<file path="src/rtl/alu_vector_driver.sv">
// -----------------------------------------------------------------------------
// alu_vector_driver
//
// Purpose:
//   Self-test driver for an external combinational 32-bit ALU. A small table
//   of test vectors {command, operandA, operandB, expected result, expected
//   flags} is written while idle. A run then applies each vector to the ALU,
//   waits SETTLE cycles, samples the ALU outputs and scores the vector as a
//   pass or a fail. The index of the first failing vector is retained.
//
// Configuration macro:
//   ALU_FLAG_CHECK_EN - when defined, a vector passes only if both the result
//                       and {carryout, zero, overflow} match. When undefined,
//                       only the result is compared and the stored flags are
//                       ignored.
//
// Parameters:
//   ADDR_W - vector index width
//   DEPTH  - number of vector slots, must equal 2**ADDR_W
//   SETTLE - idle cycles (>= 1) between driving a vector and sampling the ALU
//
// Ports:
//   clk, reset_n        - clock (rising edge), asynchronous active-low reset
//   wr_en .. wr_exp_*   - write one vector slot (accepted only while idle)
//   num_vectors, start  - run length (clamped to DEPTH) and run trigger
//   alu_command/operand - registered drives into the ALU
//   alu_result/flags    - combinational ALU outputs
//   busy, done          - run in progress / one-cycle end-of-run pulse
//   pass_count, fail_count, first_fail_idx, first_fail_valid - run results
// -----------------------------------------------------------------------------
module alu_vector_driver #(
  parameter int ADDR_W = 4,
  parameter int DEPTH  = 2**ADDR_W,
  parameter int SETTLE = 2
) (
  input  logic              clk,
  input  logic              reset_n,
  input  logic              wr_en,
  input  logic [ADDR_W-1:0] wr_addr,
  input  logic [2:0]        wr_cmd,
  input  logic [31:0]       wr_a,
  input  logic [31:0]       wr_b,
  input  logic [31:0]       wr_exp_result,
  input  logic [2:0]        wr_exp_flags,
  input  logic [ADDR_W:0]   num_vectors,
  input  logic              start,
  output logic [2:0]        alu_command,
  output logic [31:0]       alu_operandA,
  output logic [31:0]       alu_operandB,
  input  logic [31:0]       alu_result,
  input  logic              alu_carryout,
  input  logic              alu_zero,
  input  logic              alu_overflow,
  output logic              busy,
  output logic              done,
  output logic [ADDR_W:0]   pass_count,
  output logic [ADDR_W:0]   fail_count,
  output logic [ADDR_W-1:0] first_fail_idx,
  output logic              first_fail_valid
);

  localparam int CNT_W = (SETTLE < 2) ? 1 : $clog2(SETTLE + 1);

  localparam logic [ADDR_W:0]   CNT_ONE   = (ADDR_W+1)'(1);
  localparam logic [ADDR_W:0]   CNT_DEPTH = (ADDR_W+1)'(DEPTH);
  localparam logic [ADDR_W-1:0] IDX_ONE   = ADDR_W'(1);
  localparam logic [CNT_W-1:0]  WAIT_ONE  = CNT_W'(1);

  typedef enum logic [2:0] {
    S_IDLE,
    S_DRIVE,
    S_WAIT,
    S_CHECK,
    S_DONE
  } state_e;

  typedef struct packed {
    logic [2:0]  cmd;
    logic [31:0] a;
    logic [31:0] b;
    logic [31:0] exp_result;
    logic [2:0]  exp_flags;
  } vec_t;

  // ---------------------------------------------------------------------------
  // Vector table
  // ---------------------------------------------------------------------------
  vec_t mem [DEPTH];

  state_e state_q, state_d;

  // NOTE: the vector table has no reset; its contents are only meaningful
  // after software writes them, and leaving it out of reset keeps it a plain
  // RAM-style array.
  always_ff @(posedge clk) begin
    if (wr_en && (state_q == S_IDLE)) begin
      mem[wr_addr] <= '{cmd:        wr_cmd,
                        a:          wr_a,
                        b:          wr_b,
                        exp_result: wr_exp_result,
                        exp_flags:  wr_exp_flags};
    end
  end

  // ---------------------------------------------------------------------------
  // Run state
  // ---------------------------------------------------------------------------
  logic [ADDR_W-1:0] idx_q, idx_d;
  logic [ADDR_W:0]   count_q, count_d;
  logic [CNT_W-1:0]  wait_q, wait_d;
  logic [2:0]        alu_command_q, alu_command_d;
  logic [31:0]       alu_operand_a_q, alu_operand_a_d;
  logic [31:0]       alu_operand_b_q, alu_operand_b_d;
  logic              busy_q, busy_d;
  logic              done_q, done_d;
  logic [ADDR_W:0]   pass_count_q, pass_count_d;
  logic [ADDR_W:0]   fail_count_q, fail_count_d;
  logic [ADDR_W-1:0] first_fail_idx_q, first_fail_idx_d;
  logic              first_fail_valid_q, first_fail_valid_d;

  vec_t cur_vec;
  logic vec_match;

  assign cur_vec = mem[idx_q];

`ifdef ALU_FLAG_CHECK_EN
  assign vec_match = (alu_result == cur_vec.exp_result) &&
                     ({alu_carryout, alu_zero, alu_overflow} == cur_vec.exp_flags);
`else
  // Flags are stored but play no part in scoring in this build.
  logic flags_unused;
  assign vec_match    = (alu_result == cur_vec.exp_result);
  assign flags_unused = ^{alu_carryout, alu_zero, alu_overflow, cur_vec.exp_flags};
`endif

  // NOTE: every signal gets its hold value first so that no path through the
  // case statement leaves one unassigned, which would infer a latch.
  always_comb begin
    state_d            = state_q;
    idx_d              = idx_q;
    count_d            = count_q;
    wait_d             = wait_q;
    alu_command_d      = alu_command_q;
    alu_operand_a_d    = alu_operand_a_q;
    alu_operand_b_d    = alu_operand_b_q;
    pass_count_d       = pass_count_q;
    fail_count_d       = fail_count_q;
    first_fail_idx_d   = first_fail_idx_q;
    first_fail_valid_d = first_fail_valid_q;

    case (state_q)
      S_IDLE: begin
        if (start) begin
          count_d            = (num_vectors > CNT_DEPTH) ? CNT_DEPTH : num_vectors;
          idx_d              = '0;
          pass_count_d       = '0;
          fail_count_d       = '0;
          first_fail_idx_d   = '0;
          first_fail_valid_d = 1'b0;
          state_d            = (num_vectors == '0) ? S_DONE : S_DRIVE;
        end
      end

      S_DRIVE: begin
        alu_command_d   = cur_vec.cmd;
        alu_operand_a_d = cur_vec.a;
        alu_operand_b_d = cur_vec.b;
        wait_d          = CNT_W'(SETTLE);
        state_d         = S_WAIT;
      end

      S_WAIT: begin
        wait_d = wait_q - WAIT_ONE;
        // The counter enters at SETTLE, so the last wait cycle sees 1.
        if (wait_q <= WAIT_ONE) begin
          state_d = S_CHECK;
        end
      end

      S_CHECK: begin
        if (vec_match) begin
          pass_count_d = pass_count_q + CNT_ONE;
        end else begin
          fail_count_d = fail_count_q + CNT_ONE;
          if (!first_fail_valid_q) begin
            first_fail_idx_d   = idx_q;
            first_fail_valid_d = 1'b1;
          end
        end
        if ({1'b0, idx_q} == (count_q - CNT_ONE)) begin
          state_d = S_DONE;
        end else begin
          idx_d   = idx_q + IDX_ONE;
          state_d = S_DRIVE;
        end
      end

      S_DONE: begin
        state_d = S_IDLE;
      end

      default: begin
        state_d = S_IDLE;
      end
    endcase

    // Status outputs are registered copies of the next state.
    busy_d = (state_d != S_IDLE);
    done_d = (state_d == S_DONE);
  end

  // NOTE: sequential state uses non-blocking assignments so every flop samples
  // the pre-edge values regardless of statement order.
  always_ff @(posedge clk or negedge reset_n) begin
    if (!reset_n) begin
      state_q            <= S_IDLE;
      idx_q              <= '0;
      count_q            <= '0;
      wait_q             <= '0;
      alu_command_q      <= '0;
      alu_operand_a_q    <= '0;
      alu_operand_b_q    <= '0;
      busy_q             <= 1'b0;
      done_q             <= 1'b0;
      pass_count_q       <= '0;
      fail_count_q       <= '0;
      first_fail_idx_q   <= '0;
      first_fail_valid_q <= 1'b0;
    end else begin
      state_q            <= state_d;
      idx_q              <= idx_d;
      count_q            <= count_d;
      wait_q             <= wait_d;
      alu_command_q      <= alu_command_d;
      alu_operand_a_q    <= alu_operand_a_d;
      alu_operand_b_q    <= alu_operand_b_d;
      busy_q             <= busy_d;
      done_q             <= done_d;
      pass_count_q       <= pass_count_d;
      fail_count_q       <= fail_count_d;
      first_fail_idx_q   <= first_fail_idx_d;
      first_fail_valid_q <= first_fail_valid_d;
    end
  end

  assign alu_command      = alu_command_q;
  assign alu_operandA     = alu_operand_a_q;
  assign alu_operandB     = alu_operand_b_q;
  assign busy             = busy_q;
  assign done             = done_q;
  assign pass_count       = pass_count_q;
  assign fail_count       = fail_count_q;
  assign first_fail_idx   = first_fail_idx_q;
  assign first_fail_valid = first_fail_valid_q;

endmodule

</file>
<file path="config.mk">
export PLATFORM = sky130hd
export DESIGN_NAME = alu_vector_driver
export DESIGN_NICKNAME = d
export VERILOG_FILES = /design/src/rtl/alu_vector_driver.sv
export SDC_FILE = /design/constraint.sdc
export NUM_CORES = 2
export LEC_CHECK = 0
export ABC_AREA = 1
export BUFFER_PORTS_ARGS = -buffer_cell sky130_fd_sc_hd__buf_2
export CORE_MARGIN = 2
export CORE_UTILIZATION = 30
export CTS_CLUSTER_DIAMETER = 30
export DETAILED_ROUTE_END_ITERATION = 10
export PLACE_DENSITY = 0.45
export RECOVER_POWER = 25
export SLEW_MARGIN = 5
export SYNTH_ARGS = -nofsm -noshare
export SYNTH_HDL_FRONTEND = slang
export SYNTH_SLANG_ARGS = --single-unit
export TNS_END_PERCENT = 30
</file>
<file path="constraint.sdc">
create_clock -name clk -period 15.1 [get_ports clk]
set_clock_uncertainty 0.1 [all_clocks]
set_input_delay 1.51 -clock clk [delete_from_list [all_inputs] [get_ports clk]]
set_output_delay 1.51 -clock clk [all_outputs]
set_load 0.02 [all_outputs]
</file>
[After elaboration in Yosys (flattened, before gate mapping)]
Memory sizes are Yosys's and may differ from the RTL's.
Cells that the tools add are included.
Word-level totals
  register bits: 98
  bits in writable memories: 1632
  output and inout port bits: 84
  logic and storage cells: 66
  memories: 1
Memory list
  mem: words 16, width 102, rd ports 1, clocked after memory_dff 0, write ports 1, line 88  | vec_t mem [DEPTH];
Cells by class
  $add $sub $neg: 5
  $lt $le $gt $ge: 2
  equal/unequal tests: 11
  muxes and demuxes: 23
  reduce and logical (&&, ||, !) cells: 11
Operators by type and width (count)
  $eq 32x32->1: 1
  $mux 5: 4
  $pmux 5 s2: 2
  $mux 4: 4
  $pmux 4 s2: 2
  $mux 3: 4
  $pmux 3 s4: 1
  $add 5x1->5 const B: 2
  $ne 2x2->1 const B: 5
  $reduce_and 3->1: 3
  $eq 3x2->1 const B: 2
  $eq 4x5->1: 1
  $gt 5x5->1 const B: 1
  $logic_not 5->1: 1
  $sub 5x1->5 const B: 1
  $add 4x1->4 const B: 1
  $mux 1: 4
  $pmux 2 s2: 1
  $reduce_and 4->1: 1
  $reduce_bool 2->1: 2
  $eq 3x1->1 const B: 1
  $eq 3x3->1 const B: 1
  $logic_not 3->1: 1
  $reduce_bool 3->1: 1
  other kinds (5): 5

[Depth between registers and ports, before layout]
  depth in word-level cells: 5
  mapped depth: 20

[Worst setup path after synthesis]
OpenSTA, ideal clock, no wires.
  path type: input port to flip-flop
  start point: in wr_en
  end point: mem mem[10][100] in the netlist's numbering (enable)
  setup time: 558 ps
  data arrival time: 5976 ps
  data required time: 14442 ps
  slack: 8466 ps
  stages: 3
  buffers on the path: 0
  cell sequence: and3_1 > nand3_1 > nor2_1
Between the ends
  longest elaborated chain between the ends: 3
Ends and longest elaborated chain
  from (decl): line 38  | input logic wr_en,
  $logic_and 1x1->1: line 96  | if (wr_en && (state_q == S_IDLE)) begin
  $mux 1: line 96
  $mux 1 (implied by the code): line 97  | mem[wr_addr] <= '{cmd: wr_cmd,
  to (decl): line 88
Every way passes these cells.

[Final worst setup path]
  start point: reg idx_q[0]
  end point: reg alu_operand_a_q[5], in the netlist alu_operandA[5]
Between the ends
  longest elaborated chain between the ends: 1
Ends and longest elaborated chain
  from (decl): line 108  | logic [ADDR_W-1:0] idx_q, idx_d;
  from (signal assigned): line 231  | idx_q <= idx_d;
  $mem_v2 16x102
  to (signal assigned): line 235  | alu_operand_a_q <= alu_operand_a_d;
  to (decl): line 112  | logic [31:0] alu_operand_a_q, alu_operand_a_d;
Every way passes these cells.
A chain may end at the register's enable or synchronous reset.

==> results_dict.tcl <==
set metrics [dict create \
    mean_cell_area_of_the_mapped_netlist_sq_um 12.4 \
    period_share 0.344 \
    global_route_total_overflow 0 \
    initial_utilization 0.302 \
    regArea_sq_um 50000 \
    timing.final.hold_violations 0 \
    post_cts_resize_count 0 \
    worst_ep_arrival_time_ns 5.97 \
    synth_enable_flop_cells 1584 \
    first_pass_grt_wire_length_mm 303 \
    worst-slew-pin-transition_ns 1.17 \
    fill_cells 21300 \
    max_freq_mhz 193 \
    mappedNetlistArea_sq_um 66500 \
    synth_compound_gate_area_share 0.0932 \
    cellLeakagePower_nw 29.9 \
    timing.max_cap.violations 0 \
    layout_cell_share_with_drive_strength_beyond_1 0.144 \
    globalRouteTotalUtil 0.183 \
    cts-buffers-inserted 412 \
    rsz0062_at_grt "no" \
    detail_route.iter0.violations 3304 \
    setup_tns_ns 0 \
    route.final.wire_length_mm 209 \
    place.detailed.hpwl_mm 94.0 \
    routed_length_on_met1_mm 94.1 \
    largest_fanout_on_the_critical_path 194 \
    routed_length_on_met3_mm 12.1 \
    postSynthRegisterBits 1682 \
    synth-main-ff-cell "sky130_fd_sc_hd__edfxtp_1" \
    io_pins 234 \
    p_per_area_nw_per_um2 212 \
    ys_warn_count 0 \
    finish.net_count 5883 \
    via_count_of_the_first_global_routing_pass 43400 \
    clk_pin_slew_worst_paths_ns 0.05 \
    first_pass_iters 5 \
    post_drt_wl_per_cell_microns 23.2 \
    ir_drop_mv 0.143 \
    area_overhead_of_the_layout_relative_to_synthesis_pct 26.4 \
    antenna_violating_nets_post_route 0 \
    pin_count_of_the_biggest_net_entering_global_routing 233 \
    synth_xor_xnor_area_share 0.00171 \
    htree_num_levels 5 \
    drt_drc_violations_left 0 \
    postcts_setup_bufs 0 \
    die_area_sq_um 225000 \
    cts_tree "yes" \
    critical_path.max_stage_delay_ns 0.83 \
    timing.hold.worst.class "reg2reg" \
    cp.required_ns 15.87 \
    run_status "completed" \
    synth_fa_ha_area_frac 0.000753 \
    synthCells 5361 \
    cpMostUsedCell "sky130_fd_sc_hd__buf_4" \
    type_of_the_worst_setup_path "reg2reg" \
    core.rowCount 172 \
    layout.cells.most_common "sky130_fd_sc_hd__edfxtp_1" \
    top_layer_used "met5" \
    report.final.setup_viol 0 \
    max_transition_viols_final 0 \
    worstSetupStartpointType "flop" \
    ctsRootBufferMaster "sky130_fd_sc_hd__clkbuf_16" \
    synthArstFlopShare 0.0583 \
    die_w_microns 475 \
    post_synth_mux_area_share 0 \
    hold_buffer_count_at_cts 0 \
    cp_slowest_cell "sky130_fd_sc_hd__dfrtp_4" \
    synth.lib_cells_used.distinct 36 \
    sequential_share_of_the_synthesized_area 0.752 \
    core_sq_um 220000 \
    synth-simple-area-share 0.122 \
    portbufs 227 \
    cts_num_sinks 1682 \
    timing.critical_path.buf_inv 4 \
    met2RoutedLength_mm 97.8 \
    timing.hold.ws_ns 0.373 \
    insertion_delay_ns 0.94 \
    crit_path_end_kind "flop" \
    slew_headroom 0.221 \
    most-common-layout-cells "sky130_fd_sc_hd__edfxtp_1, sky130_fd_sc_hd__nor2_1, sky130_fd_sc_hd__nand2_1" \
    floorplan.die.height_microns 475 \
    grt_antenna_before_repair 54 \
    area_occupied_by_multi_input_gates_sq_um 14600 \
    final.min_clock_period_ns 5.19 \
    viasPerCell 4.85 \
    crit_chain "buf_4 -> buf_12 -> buf_4 -> buf_4 -> o21ai_0 -> o22ai_1 -> o21ai_0 -> o22ai_1 -> nand2_1 -> nand2_1" \
    num_vias 43800 \
    syn_nets 5515 \
    synth_top_family_by_area "simple AND/OR/NAND/NOR gates" \
    place_congestion 0.715 \
    timing.critical_path.max_delay_family "buffers and inverters" \
    cts-root-to-sink-buffers 4 \
]
## registers in the layout, indices dropped and copies added, names as in the netlist
name / cells
mem: 1584
alu_operandA: 32
alu_operandB: 32
count_q: 5
fail_count: 5
pass_count: 5
first_fail_idx: 4
idx_q: 4
alu_command: 3
state_q: 3
wait_q: 2
busy: 1
done: 1
first_fail_valid: 1
## worst paths after layout
kind,end,slack (ns),depth (start not counted),start
max,alu_operandA[5],9.91,10,idx_q[0]
max in group asynchronous,idx_q[1],12.98,2,reset_n
min reg2reg,first_fail_idx[0],0.37,2,first_fail_idx[0]
min,first_fail_idx[0],0.37,2,first_fail_idx[0]
min in group asynchronous,alu_operandB[23],0.52,1,reset_n
max reg2reg,alu_operandA[5],9.91,10,idx_q[0]
## per-stage QoR
stage	power, mW	area [sq um]	worst slack (ns)	utilization	cells
2_1_floorplan	8.10	66500	8.47	-	5361
3_3_place_gp	9.42	70600	9.72	0.321	8273
3_5_place_dp	9.43	70600	9.70	0.321	8273
4_1_cts	18.0	84100	9.78	0.382	9015
5_1_grt	18.7	84000	9.37	0.382	9017
6_report	17.8	84100	9.91	0.382	9025
## cells by family after synthesis
| kind of cell | after synthesis |
|---|---|
| adder cells (fa/ha/maj) | 4 |
| AO/OA/AOI/OAI | 1132 |
| XOR/XNOR | 13 |
| buffers and inverters | 464 |
| flip-flops | 1682 |
| AND/OR/NAND/NOR | 2066 |
## layer usage
metal  vias to the layer above  GRT usage
met2                      1187      0.296
li1                      20100          -
met1                     22000      0.247
met3                       437     0.0385
met5                         -          0
met4                        38     0.0534
## Yosys cell counts, drive strengths merged, types with 8 or more instances
library cell	instances	area [sq um]
a21oi	38	190
buf	134	786
o21ai	732	3670
o22ai	322	2010
nand2	909	3420
nand3	197	991
nand3b	8	60.1
clkbuf	203	762
nor2	938	3530
o211ai	23	173
edfxtp	1584	47600
dfrtp	98	2450
inv	126	480
xor2	9	78.8
o32ai	15	131
## worst reg2reg max path: stages, from the launching register on
cell                      delay [ns]
sky130_fd_sc_hd__dfrtp_4        0.83
sky130_fd_sc_hd__buf_4          0.78
sky130_fd_sc_hd__buf_12         0.62
sky130_fd_sc_hd__buf_4          0.89
sky130_fd_sc_hd__buf_4          0.87
sky130_fd_sc_hd__o21ai_0        0.28
sky130_fd_sc_hd__o22ai_1        0.19
sky130_fd_sc_hd__o21ai_0        0.09
sky130_fd_sc_hd__o22ai_1        0.32
sky130_fd_sc_hd__nand2_1        0.12
sky130_fd_sc_hd__nand2_1        0.09
## layout make-up
class	count	area share
flip-flops and latches	1682	0.595
multi-input cells	3215	0.173
clock buffers	520	0.132
well taps	2958	0.0440
clock inverters	222	0.0292
repair buffers	291	0.0199
inverters	127	0.00622
diodes	10	0.000298
## where the power goes
part,total [mW],switching [mW],internal (mW)
clock,8.54,2.62,5.92
sequential,5.49,0.168,5.32
combinational,3.81,2.77,1.04
No activity file was read; power rests on OpenSTA's default activity.
